`src/rtl/usb3_lfps_tx.sv`:
```
// LFPS burst generator for the USB 3.0 device port: Polling, Ping, U-exit and
// Warm Reset bursts formed by toggling PIPE TxElecIdle with TxOnesZeros high.
module usb3_lfps_tx #(
  parameter int unsigned HALF_PERIOD = 3,
  parameter int unsigned POLL_BURST  = 125,
  parameter int unsigned POLL_REPEAT = 1250,
  parameter int unsigned PING_BURST  = 10,
  parameter int unsigned EXIT_MAX    = 250000,
  parameter int unsigned RESET_MIN   = 10000000
) (
  input  logic       local_clk,
  input  logic       reset_n,
  input  logic [2:0] send_mode,
  input  logic       send_go,
  input  logic       send_stop,
  output logic       busy,
  output logic       done,
  output logic       timeout,
  output logic       lfps_active,
  output logic       tx_elecidle,
  output logic       tx_oneszeros,
  output logic [7:0] burst_count
);

  // state  | meaning
  // IDLE   | waiting for send_go with a valid mode
  // BURST  | LFPS burst on the line, tx_elecidle toggling
  // GAP    | polling inter-burst electrical idle
  // FINISH | one-cycle done (and timeout) pulse

  localparam int TOG_W = ($clog2(HALF_PERIOD) > 2) ? $clog2(HALF_PERIOD) : 2;
  localparam logic [TOG_W-1:0] TOG_LAST = TOG_W'(HALF_PERIOD - 1);

  localparam logic [23:0] POLL_LAST  = 24'(POLL_BURST - 1);
  localparam logic [23:0] GAP_LAST   = 24'(POLL_REPEAT - POLL_BURST - 1);
  localparam logic [23:0] PING_LAST  = 24'(PING_BURST - 1);
  localparam logic [23:0] EXIT_LAST  = 24'(EXIT_MAX - 1);
  localparam logic [23:0] RESET_LAST = 24'(RESET_MIN - 1);

  localparam logic [2:0] MODE_POLL  = 3'd1;
  localparam logic [2:0] MODE_PING  = 3'd2;
  localparam logic [2:0] MODE_UEXIT = 3'd3;
  localparam logic [2:0] MODE_WARM  = 3'd4;

  typedef enum logic [1:0] {IDLE, BURST, GAP, FINISH} state_t;

  state_t           state;
  logic [2:0]       mode_q;
  logic [23:0]      cyc_cnt;
  logic [23:0]      cyc_next;
  logic [TOG_W-1:0] tog_cnt;
  logic             stop_seen;
  logic             burst_end;
  logic             burst_fin;
  logic             burst_to;
  logic             go_ok;

  assign cyc_next = (cyc_cnt == 24'hFF_FFFF) ? cyc_cnt : cyc_cnt + 24'd1;
  assign go_ok    = send_go && (send_mode >= MODE_POLL) && (send_mode <= MODE_WARM);

  // burst_fin selects FINISH over GAP; burst_to only matters when burst_end is set
  always_comb begin
    burst_end = 1'b0;
    burst_fin = 1'b1;
    burst_to  = 1'b0;
    case (mode_q)
      MODE_POLL: begin
        burst_end = (cyc_cnt == POLL_LAST);
        burst_fin = stop_seen | send_stop;
      end
      MODE_PING:  burst_end = (cyc_cnt == PING_LAST);
      MODE_UEXIT: begin
        burst_end = send_stop | (cyc_cnt == EXIT_LAST);
        burst_to  = ~send_stop;
      end
      MODE_WARM:  burst_end = send_stop && (cyc_cnt >= RESET_LAST);
      default:    burst_end = 1'b1;
    endcase
  end

  always_ff @(posedge local_clk or negedge reset_n) begin
    if (!reset_n) begin
      state        <= IDLE;
      mode_q       <= 3'd0;
      cyc_cnt      <= 24'd0;
      tog_cnt      <= '0;
      stop_seen    <= 1'b0;
      busy         <= 1'b0;
      done         <= 1'b0;
      timeout      <= 1'b0;
      lfps_active  <= 1'b0;
      tx_elecidle  <= 1'b1;
      tx_oneszeros <= 1'b0;
      burst_count  <= 8'd0;
    end else begin
      done    <= 1'b0;
      timeout <= 1'b0;
      case (state)
        IDLE: begin
          if (go_ok) begin
            mode_q       <= send_mode;
            burst_count  <= 8'd0;
            busy         <= 1'b1;
            state        <= BURST;
            cyc_cnt      <= 24'd0;
            tog_cnt      <= '0;
            stop_seen    <= 1'b0;
            lfps_active  <= 1'b1;
            tx_elecidle  <= 1'b0;
            tx_oneszeros <= 1'b1;
          end
        end
        BURST: begin
          cyc_cnt <= cyc_next;
          if (send_stop) stop_seen <= 1'b1;
          if (tog_cnt == TOG_LAST) begin
            tog_cnt     <= '0;
            tx_elecidle <= ~tx_elecidle;
          end else begin
            tog_cnt <= tog_cnt + 1'b1;
          end
          if (burst_end) begin
            lfps_active  <= 1'b0;
            tx_elecidle  <= 1'b1;
            tx_oneszeros <= 1'b0;
            cyc_cnt      <= 24'd0;
            tog_cnt      <= '0;
            if (mode_q == MODE_POLL && burst_count != 8'hFF)
              burst_count <= burst_count + 8'd1;
            if (burst_fin) begin
              state   <= FINISH;
              done    <= 1'b1;
              timeout <= burst_to;
            end else begin
              state <= GAP;
            end
          end
        end
        GAP: begin
          cyc_cnt <= cyc_next;
          if (send_stop) begin
            state   <= FINISH;
            done    <= 1'b1;
            cyc_cnt <= 24'd0;
          end else if (cyc_cnt == GAP_LAST) begin
            state        <= BURST;
            cyc_cnt      <= 24'd0;
            tog_cnt      <= '0;
            stop_seen    <= 1'b0;
            lfps_active  <= 1'b1;
            tx_elecidle  <= 1'b0;
            tx_oneszeros <= 1'b1;
          end
        end
        FINISH: begin
          state   <= IDLE;
          busy    <= 1'b0;
          cyc_cnt <= 24'd0;
          tog_cnt <= '0;
        end
        default: state <= IDLE;
      endcase
    end
  end

endmodule

```
`config.mk`:
```
export PLATFORM = sky130hd
export DESIGN_NAME = usb3_lfps_tx
export DESIGN_NICKNAME = d
export VERILOG_FILES = /design/src/rtl/usb3_lfps_tx.sv
export SDC_FILE = /design/constraint.sdc
export NUM_CORES = 1
export LEC_CHECK = 0
export BUFFER_PORTS_ARGS = -buffer_cell sky130_fd_sc_hd__buf_2
export CELL_PAD_IN_SITES_DETAIL_PLACEMENT = 0
export CELL_PAD_IN_SITES_GLOBAL_PLACEMENT = 2
export CORE_ASPECT_RATIO = 0.5
export CORE_MARGIN = 2
export CORE_UTILIZATION = 35
export CTS_CLUSTER_SIZE = 14
export DETAILED_ROUTE_END_ITERATION = 10
export GPL_TIMING_DRIVEN = 0
export PLACE_DENSITY = 0.76
export SYNTH_ARGS = -nofsm -noshare
export SYNTH_HDL_FRONTEND = slang
export SYNTH_SLANG_ARGS = --single-unit
```
`constraint.sdc`:
```
create_clock -name local_clk -period 2.95 [get_ports local_clk]
set_input_delay 0.59 -clock local_clk [delete_from_list [all_inputs] [get_ports local_clk]]
set_output_delay 0.59 -clock local_clk [all_outputs]
set_load 0.03 [all_outputs]
```
; ---- After elaboration in Yosys (flattened, before gate mapping)
; Cells that the tools add are included.
[word_totals]
in_bits = 7
wordCells = 105
ff_bits = 45
[op_classes]
mux = 46
reduce_logical = 16
bitwise_logic = 4
addsub = 3
n_lt_le_gt_ge = 3
eq_ne = 22
[op_table]
columns = op, count
row1 = $mux 24, 5
row2 = $pmux 24 s4, 1
row3 = $add 24x1->24 const B, 1
row4 = $eq 24x11->1 const B, 1
row5 = $eq 24x18->1 const B, 1
row6 = $eq 24x24->1 const B, 1
row7 = $eq 24x4->1 const B, 1
row8 = $eq 24x7->1 const B, 1
row9 = $ge 24x24->1 const B, 1
row10 = $mux 8, 3
row11 = $mux 1, 19
row12 = $mux 2, 9
row13 = $pmux 2 s4, 2
row14 = $pmux 8 s2, 1
row15 = $reduce_and 5->1, 3
row16 = $ne 2x2->1 const B, 6
row17 = $pmux 1 s3, 3
row18 = $add 8x1->8 const B, 1
row19 = $ne 8x8->1 const B, 1
row20 = $eq 2x2->1 const B, 3
row21 = $eq 3x2->1 const B, 2
row22 = $ne 3x3->1 const B, 2
row23 = $reduce_and 3->1, 2
row24 = $logic_and 1x1->1, 4
row25 = other kinds (15), 20

; ---- Longest topological paths before layout
; Gate-level depths: netlist of run 1.
[logic_depth]
depth_word = 5
mapped_depth = 11

; ---- Least setup slack after synthesis of run 1
; No wires, ideal clock.
[synth_path]
path_kind = input port to flip-flop
from = input port send_stop
to = register cyc_cnt[18]
path_stages = 10
setup_slack_ns = 0.508
required_ns = 2.830
arrival_time_ns = 2.322
setup_ns = 0.120
path_cell_list = clkbuf_1 nand4_1 nand2b_1 a2111oi_2 nor4_4 a31oi_4 and2_1 buf_6 buf_12 nor2_1
[synth_via]
elab_chain_len = 4
word_cells_on_any_way = 6
cone_classes = 4 x mux / 1 x bitwise / 1 x reduce/logical
[synth_rtl]
columns = item, line_no
row1 = "start, declared", 15  ; input logic send_stop,
row2 = $or 1x1->1 / $logic_and 1x1->1 (equally long branches), "73, 76"
row3 = $pmux 1 s4, 66  ; case (mode_q)
row4 = $mux 24, 122  ; if (burst_end) begin
row5 = $pmux 24 s4 (*), 98  ; case (state)
row6 = "end signal, assigned", 114  ; cyc_cnt <= cyc_next;
row7 = "end signal, assigned", 140  ; cyc_cnt <= cyc_next;
row8 = "end, declared", 49  ; logic [23:0] cyc_cnt;
; Mark *: on every way between the ends. The rest lies on a longest branch, timed or not.
; A chain may end at the register's enable or synchronous reset.

; ---- Worst setup path in the final report of run 1
[layout_path]
from = register cyc_cnt[11]
to = register cyc_cnt[1]
[layout_via]
elab_chain_len = 5
word_cells_on_any_way = 14
cone_classes = 1 x order compare / 5 x eq/ne / 6 x mux / 1 x bitwise / 1 x reduce/logical
[layout_rtl]
columns = item, line_no
row1 = "$ge 24x24->1, or another cell as far along", 76  ; MODE_WARM: burst_end = send_stop && (cyc_cnt >= RESET_LAST);
row2 = "$logic_and 1x1->1, or another cell as far along", 76
row3 = $pmux 1 s4 / $mux 24 (equally long branches), "66, 145"
row4 = "$mux 24, on equally long branches", "122, 141"
row5 = $pmux 24 s4 (*), 98
; Marks and branches as above.

==> results of run 1 <==
==> worst register-to-register path, stage by stage (launching register included) <==
cell,delay (ns)
dfrtp_1,0.47
nor4_1,0.49
nand3b_1,0.27
a2111oi_4,0.44
nor4_4,0.13
a31oi_4,0.40
nor2_1,0.21
a32o_1,0.33
==> stage by stage <==
stage | utilization (%) | hold WS, ns | TNS [ns] | instance area [um2] | power, mW
6_report | 40.7 | 0.476 | 0 | 3220 | 2.52
5_1_grt | 40.7 | 0.535 | 0 | 3220 | 2.70
4_1_cts | 40.6 | 0.500 | 0 | 3220 | 2.55
3_5_place_dp | 38.6 | 0.491 | -0.0204 | 3050 | 1.90
3_3_place_gp | 38.6 | 0.483 | -0.00216 | 3050 | 1.89
2_1_floorplan | - | 0.294 | 0 | 2820 | 1.61
==> worst max-delay path by stage <==
| stage | start | end | depth (start not counted) |
|---|---|---|---|
| global placement | send_stop | cyc_cnt[1] | 8 |
| CTS | cyc_cnt[11] | cyc_cnt[1] | 7 |
| global route | cyc_cnt[11] | cyc_cnt[1] | 7 |
| floorplan | send_stop | cyc_cnt[18] | 10 |
| detailed placement | send_stop | cyc_cnt[1] | 8 |
| finish | cyc_cnt[11] | cyc_cnt[1] | 7 |
==> sequential cells by signal (all words and copies together), names as in the netlist <==
name	count
state	2
tx_elecidle	1
burst_count	8
cyc_cnt	24
stop_seen	1
done	1
busy	1
mode_q	3
tx_oneszeros	1
timeout	1
tog_cnt	2
==> layer usage <==
layer	vias up	GRT usage (%)	part of all wire (%)
met2	50	26.6	42
li1	1187	-	-
met4	0	6.25	1.4
met5	-	0	0
met3	9	4.12	3.9
met1	1184	26.5	52
==> kinds of logic after synthesis <==
| kind of cell | count (synthesis) | share of synthesized area [%] |
|---|---|---|
| XOR/XNOR | 15 | 4.66 |
| adder cells (fa/ha/maj) | 7 | 3.11 |
| AO/OA/AOI/OAI | 62 | 16.1 |
| buffers and inverters | 25 | 4.49 |
| AND/OR/NAND/NOR | 148 | 29.0 |
| flip-flops | 45 | 40.0 |
| multiplexers | 7 | 2.62 |
==> repair_timing <==
item,in CTS,in global routing
setup endpoints to repair,0,2
resized for setup,0,1
hold buffers,0,0
hold endpoints to repair,0,0
buffers inserted,0,0
==> cell type report <==
cell class	instances	area, um2	share of cell area [%]
Multi-Input combinational cell	239	1570	48.7
Sequential cell	45	1130	35.0
Timing Repair Buffer	19	95.1	2.95
Buffer	14	85.1	2.64
Clock buffer	6	129	4.00
Tap cell	112	140	4.35
Clock inverter	2	35.0	1.09
Inverter	11	41.3	1.28
==> cells in the final DEF, fill, tap and decap left out, types with 3 or more instances in the layout <==
master	count
dfrtp_1	44
nor2_1	36
buf_2	23
nand2_1	20
nand4_1	19
o21ai_0	18
nand3_1	17
xor2_1	13
a21oi_1	12
inv_1	11
clkbuf_1	8
and3_1	8
or3_1	7
ha_1	7
nor3_1	5
nor4_1	5
clkbuf_16	5
nand2b_1	4
nand3b_1	4
mux2i_1	4
a22o_1	4
a31oi_1	4
nor2b_1	3
nor4b_1	3
and2_1	3
mux2_2	3
==> power by group through the flow <==
| stage | Sequential [mW] | Clock [mW] | Combinational (mW) |
|---|---|---|---|
| 2_1_floorplan | 0.850 | 0 | 0.755 |
| 3_3_place_gp | 0.808 | 0 | 1.08 |
| 3_5_place_dp | 0.811 | 0 | 1.08 |
| 4_1_cts | 0.799 | 0.662 | 1.09 |
| 5_1_grt | 0.818 | 0.686 | 1.20 |
| 6_report | 0.800 | 0.635 | 1.09 |
==> results.py, run 1 <==
metrics = {
    "routing": {
        "ant_nets": 0,
        "firstDrtPassIters": 4,
        "drtIter0Drc": 96,
        "finalWirelength_um": 7210,
        "vias": 2430,
        "routed_via_density": 5.42,
        "wire_per_inst_um": 16.1,
        "drc": 0,
    },
    "cells_and_area": {
        "instances_no_fill": 448,
        "fillers": 793,
        "antennaDiodeCount": 0,
        "nNetsFinal": 349,
        "area_growth_pct": 14.3,
        "drive_gt1_share_pct": 15.2,
    },
    "critical_path": {
        "crit_family": "compound AO/OA/AOI/OAI gates",
        "worstPathCellList": "nor4_1, nand3b_1, a2111oi_4, nor4_4, a31oi_4, nor2_1, a32o_1",
        "r2r_end": "cyc_cnt[1]",
        "critPathCaptureType": "flop",
        "reg2reg_depth": 7,
        "critPathLaunchType": "flop",
        "r2r_slack_ns": 0.1,
        "crit_arrival_ns": 3.03,
        "path_max_fanout": 10,
        "cp_slowest_cell": "nor4_1",
        "max_stage_delay_ns": 0.49,
        "r2r-start": "cyc_cnt[11]",
        "critPathRequiredTime_ns": 3.13,
        "crit_type": "reg2reg",
        "cp_num_buf_inv": 0,
    },
    "power": {
        "powerDensity_nw_per_um2": 784,
        "p_int_mw": 1.53,
        "pwr-share-clk_pct": 25.2,
        "peakVddDrop_v": 0.000350,
        "p_switching_uw": 994,
        "p_sw_share_pct": 39.4,
        "seqPwrFrac_pct": 31.7,
        "comb_power_share_pct": 43.1,
        "leakage_nw": 1.39,
    },
    "global_routing": {
        "antenna_found_initial": 0,
        "grt_pass1_wl_um": 12100,
        "grt_pass1_vias": 2339,
        "grt_usage_pct": 18.2,
        "grt_max_degree": 46,
        "grt_overflow_total": 0,
    },
    "die": {
        "placementRows": 23,
        "initial_utilization_pct": 35.6,
        "coreArea_um2": 7910,
        "pin_count": 21,
        "die_y_um": 67.4,
        "die_width_um": 131,
        "dieArea_um2": 8820,
    },
    "sta": {
        "final-max-slew-violation-count": 0,
        "timing.fmax_mhz": 351,
        "finalSetupViolCount": 0,
        "worst_pin_slew_ns": 1.03,
        "hold_viol": 0,
        "worst_slack_ns": 0.0985,
        "fin_crit_sh_pct": 96.7,
        "period_minus_slack_ns": 2.85,
        "worst_slew_margin_rel_pct": 31.5,
        "rsz0062_at_grt": "false",
        "fin_skew_ns": 0.00702,
    },
    "yosys": {
        "async_flop_share_pct": 100,
        "ys_types": 61,
        "synth_common_cells": "dfrtp_1 (44), nor2_1 (36), nand2_1 (20), nand4_1 (19), o21ai_0 (18)",
        "yosys_warnings": 0,
        "seq_area_frac_synth_pct": 40.0,
        "synth_area_leaders": "dfrtp_1 (39%), nor2_1 (4.8%), nand4_1 (4.2%)",
        "syn-num-nets": 323,
        "synth-edff-count": 0,
        "synth_flop_cell": "dfrtp_1",
        "synth_area_um2": 2820,
        "yosysMostFrequentCell": "dfrtp_1",
        "synth_seq_cells": 45,
        "synth.largest_area_cell": "dfrtp_1",
        "synth_top_area_share_pct": 39.1,
        "syn_inst": 309,
        "syn_area_per_cell_um2": 9.11,
    },
    "clock_network": {
        "clk_pin_slew_ns": 0.06,
        "clock_latency_ns": 0.29,
        "clock_sinks": 45,
        "cts_buffers": 5,
        "cts_htree_levels": 2,
        "cts_root_buf": "clkbuf_16",
        "cts_buffer_depth": 2,
        "cts_tree": "built",
    },
    "flow_run": {
        "max-cap-violations": 0,
    },
    "hold_path": {
        "min_path_type": "in2async",
    },
    "run_status": {
        "status": "complete, no violations",
    },
    "placed_design": {
        "io_buffer_count": 19,
        "place_ws_ns": -0.0204,
        "gp_congestion": 0.784,
        "dp_hpwl_um": 5200,
        "placed_cells": 440,
    },
}
Power figures use the tool's default switching activity.
==> run 2, diff against run 1 <==
- CELL_PAD_IN_SITES_DETAIL_PLACEMENT: 0 -> 2
- GPL_ROUTABILITY_DRIVEN: not set -> 0
==> run 2 against run 1 <==
Effect of this change: critical endpoint is now done; sequential share of layout area fell by 0.23 points; global-route usage rose by 3.1 points; via count increased by 3.9%; utilization grew 0.27 points; flip-flop and latch count is the same; maximum frequency up 3.5%; first-iteration DRC count shrank 1.0%; count of clock-buffer cells in the layout unchanged; critical path depth rose by 1; die area is the same; clock skew rose by 0.0033 ns; clock power shrank 9.0%.
==> results.py, run 2 (synthesized netlist as in run 1, its figures left out) <==
metrics = {
    "run_status": {
        "status": "complete, no violations",
    },
    "routing": {
        "wire_per_inst_um": 19.8,
        "ant_nets": 0,
        "firstDrtPassIters": 4,
        "routed_via_density": 5.60,
        "drc": 0,
        "vias": 2525,
        "finalWirelength_um": 8950,
        "drtIter0Drc": 95,
    },
    "clock_network": {
        "cts_buffer_depth": 2,
        "hold_buffers": 0,
        "clock_sinks": 45,
        "cts_buffers": 5,
        "clock_latency_ns": 0.30,
        "cts_tree": "built",
        "cts_htree_levels": 2,
        "clk_pin_slew_ns": 0.07,
        "cts_root_buf": "clkbuf_16",
    },
    "power": {
        "peakVddDrop_v": 0.000427,
        "power_mw": 2.60,
        "powerDensity_nw_per_um2": 801,
        "leakage_nw": 1.40,
    },
    "placed_design": {
        "placed_cells": 440,
        "placed_area_um2": 3050,
        "io_buffer_count": 19,
        "dp_hpwl_um": 6260,
    },
    "global_routing": {
        "antenna_found_initial": 0,
        "grt_pass1_wl_um": 14300,
        "grt_pass1_vias": 2692,
        "grt_usage_pct": 21.3,
        "grt_overflow_total": 0,
        "grt_max_degree": 46,
    },
    "critical_path": {
        "critPathCaptureType": "flop",
        "critPathRequiredTime_ns": 3.13,
        "reg2reg_depth": 8,
        "path_max_fanout": 10,
        "crit_arrival_ns": 2.94,
        "crit_type": "reg2reg",
        "critPathLaunchType": "flop",
    },
    "cells_and_area": {
        "regArea_um2": 1130,
        "multi_input_area_um2": 1570,
        "final_cell_mix": "dfrtp_1 (44), nor2_1 (35), buf_2 (23)",
        "antennaDiodeCount": 0,
        "nNetsFinal": 352,
        "drive_gt1_share_pct": 16.2,
        "largest_reg_flops": 24,
        "final_common_cell": "dfrtp_1",
        "stdcell_area_um2": 3240,
        "area_growth_pct": 15.1,
        "top_register": "cyc_cnt",
        "instances_no_fill": 451,
        "fillers": 880,
        "top_regs": "cyc_cnt: 24 flops, burst_count: 8 flops, mode_q: 3 flops",
    },
    "sta": {
        "fin_skew_ns": 0.0104,
        "worst_slew_margin_rel_pct": 29.6,
        "worst_pin_slew_ns": 1.05,
        "period_minus_slack_ns": 2.76,
        "hold_viol": 0,
        "finalSetupViolCount": 0,
        "fin_crit_sh_pct": 93.4,
        "timing.fmax_mhz": 363,
        "final-max-slew-violation-count": 0,
        "rsz0062_at_grt": "false",
    },
    "die": {
        "die_width_um": 131,
        "pin_count": 21,
        "initial_utilization_pct": 35.6,
        "placementRows": 23,
        "dieArea_um2": 8820,
        "coreArea_um2": 7910,
        "die_y_um": 67.4,
    },
    "hold_path": {
        "min_path_type": "in2async",
    },
    "flow_run": {
        "max-cap-violations": 0,
    },
}
run 2: final timing paths:
path | end | start | slack, ns
setup reg to reg | done | cyc_cnt[14] | 0.19
min in group local_clk | tog_cnt[0] | tog_cnt[0] | 0.50
hold reg to reg | tog_cnt[0] | tog_cnt[0] | 0.50
setup / recovery | done | cyc_cnt[14] | 0.19
max in group asynchronous | cyc_cnt[10] | reset_n | 1.81
hold / removal | tx_oneszeros | reset_n | 0.47
run 2: worst max-delay path: stages, from the launching register on:
cell and delay (ns):
dfrtp_1 0.47, or3_1 0.42, nand3b_1 0.29, a2111oi_4 0.44, nor4_4 0.09, buf_4 0.18, buf_2 0.18, or2_1 0.28
a21boi_0 0.28
run 2: metrics by stage:
stage	setup WS (ns)	hold WS [ns]	utilization, %	TNS [ns]
after global routing	0.00887	0.543	40.9	0
after detailed placement	-0.0567	0.492	38.6	-0.267
after global placement	-0.00216	0.483	38.6	-0.00216
after floorplan	0.508	0.294	-	0
final	0.194	0.474	40.9	0
after CTS	0.0288	0.501	40.4	0
run 2: timing repair:
item                                    in CTS  in global routing
endpoints found under the setup margin       0                 15
resized for setup                            0                  2
buffers inserted                             0                  3
run 2: layout make-up:
type	count	share of cell area, %
clock inverters	2	0.502
clock buffers	6	3.98
repair buffers	22	4.02
flip-flops and latches	45	34.8
multi-input cells	239	48.5
plain buffers	14	2.63
well taps	112	4.32
inverters	11	1.27
run 2: layer usage:
metal	vias up	GRT usage, %	wire, um
met5	-	0	0
met1	1290	28.9	4270
met3	11	4.04	327
met2	33	36.0	4260
li1	1191	-	-
met4	0	4.26	93
run 2: where the power goes:
group	switching [mW]	internal, mW
clock network	0.261	0.316
registers	0.0948	0.707
logic	0.731	0.485
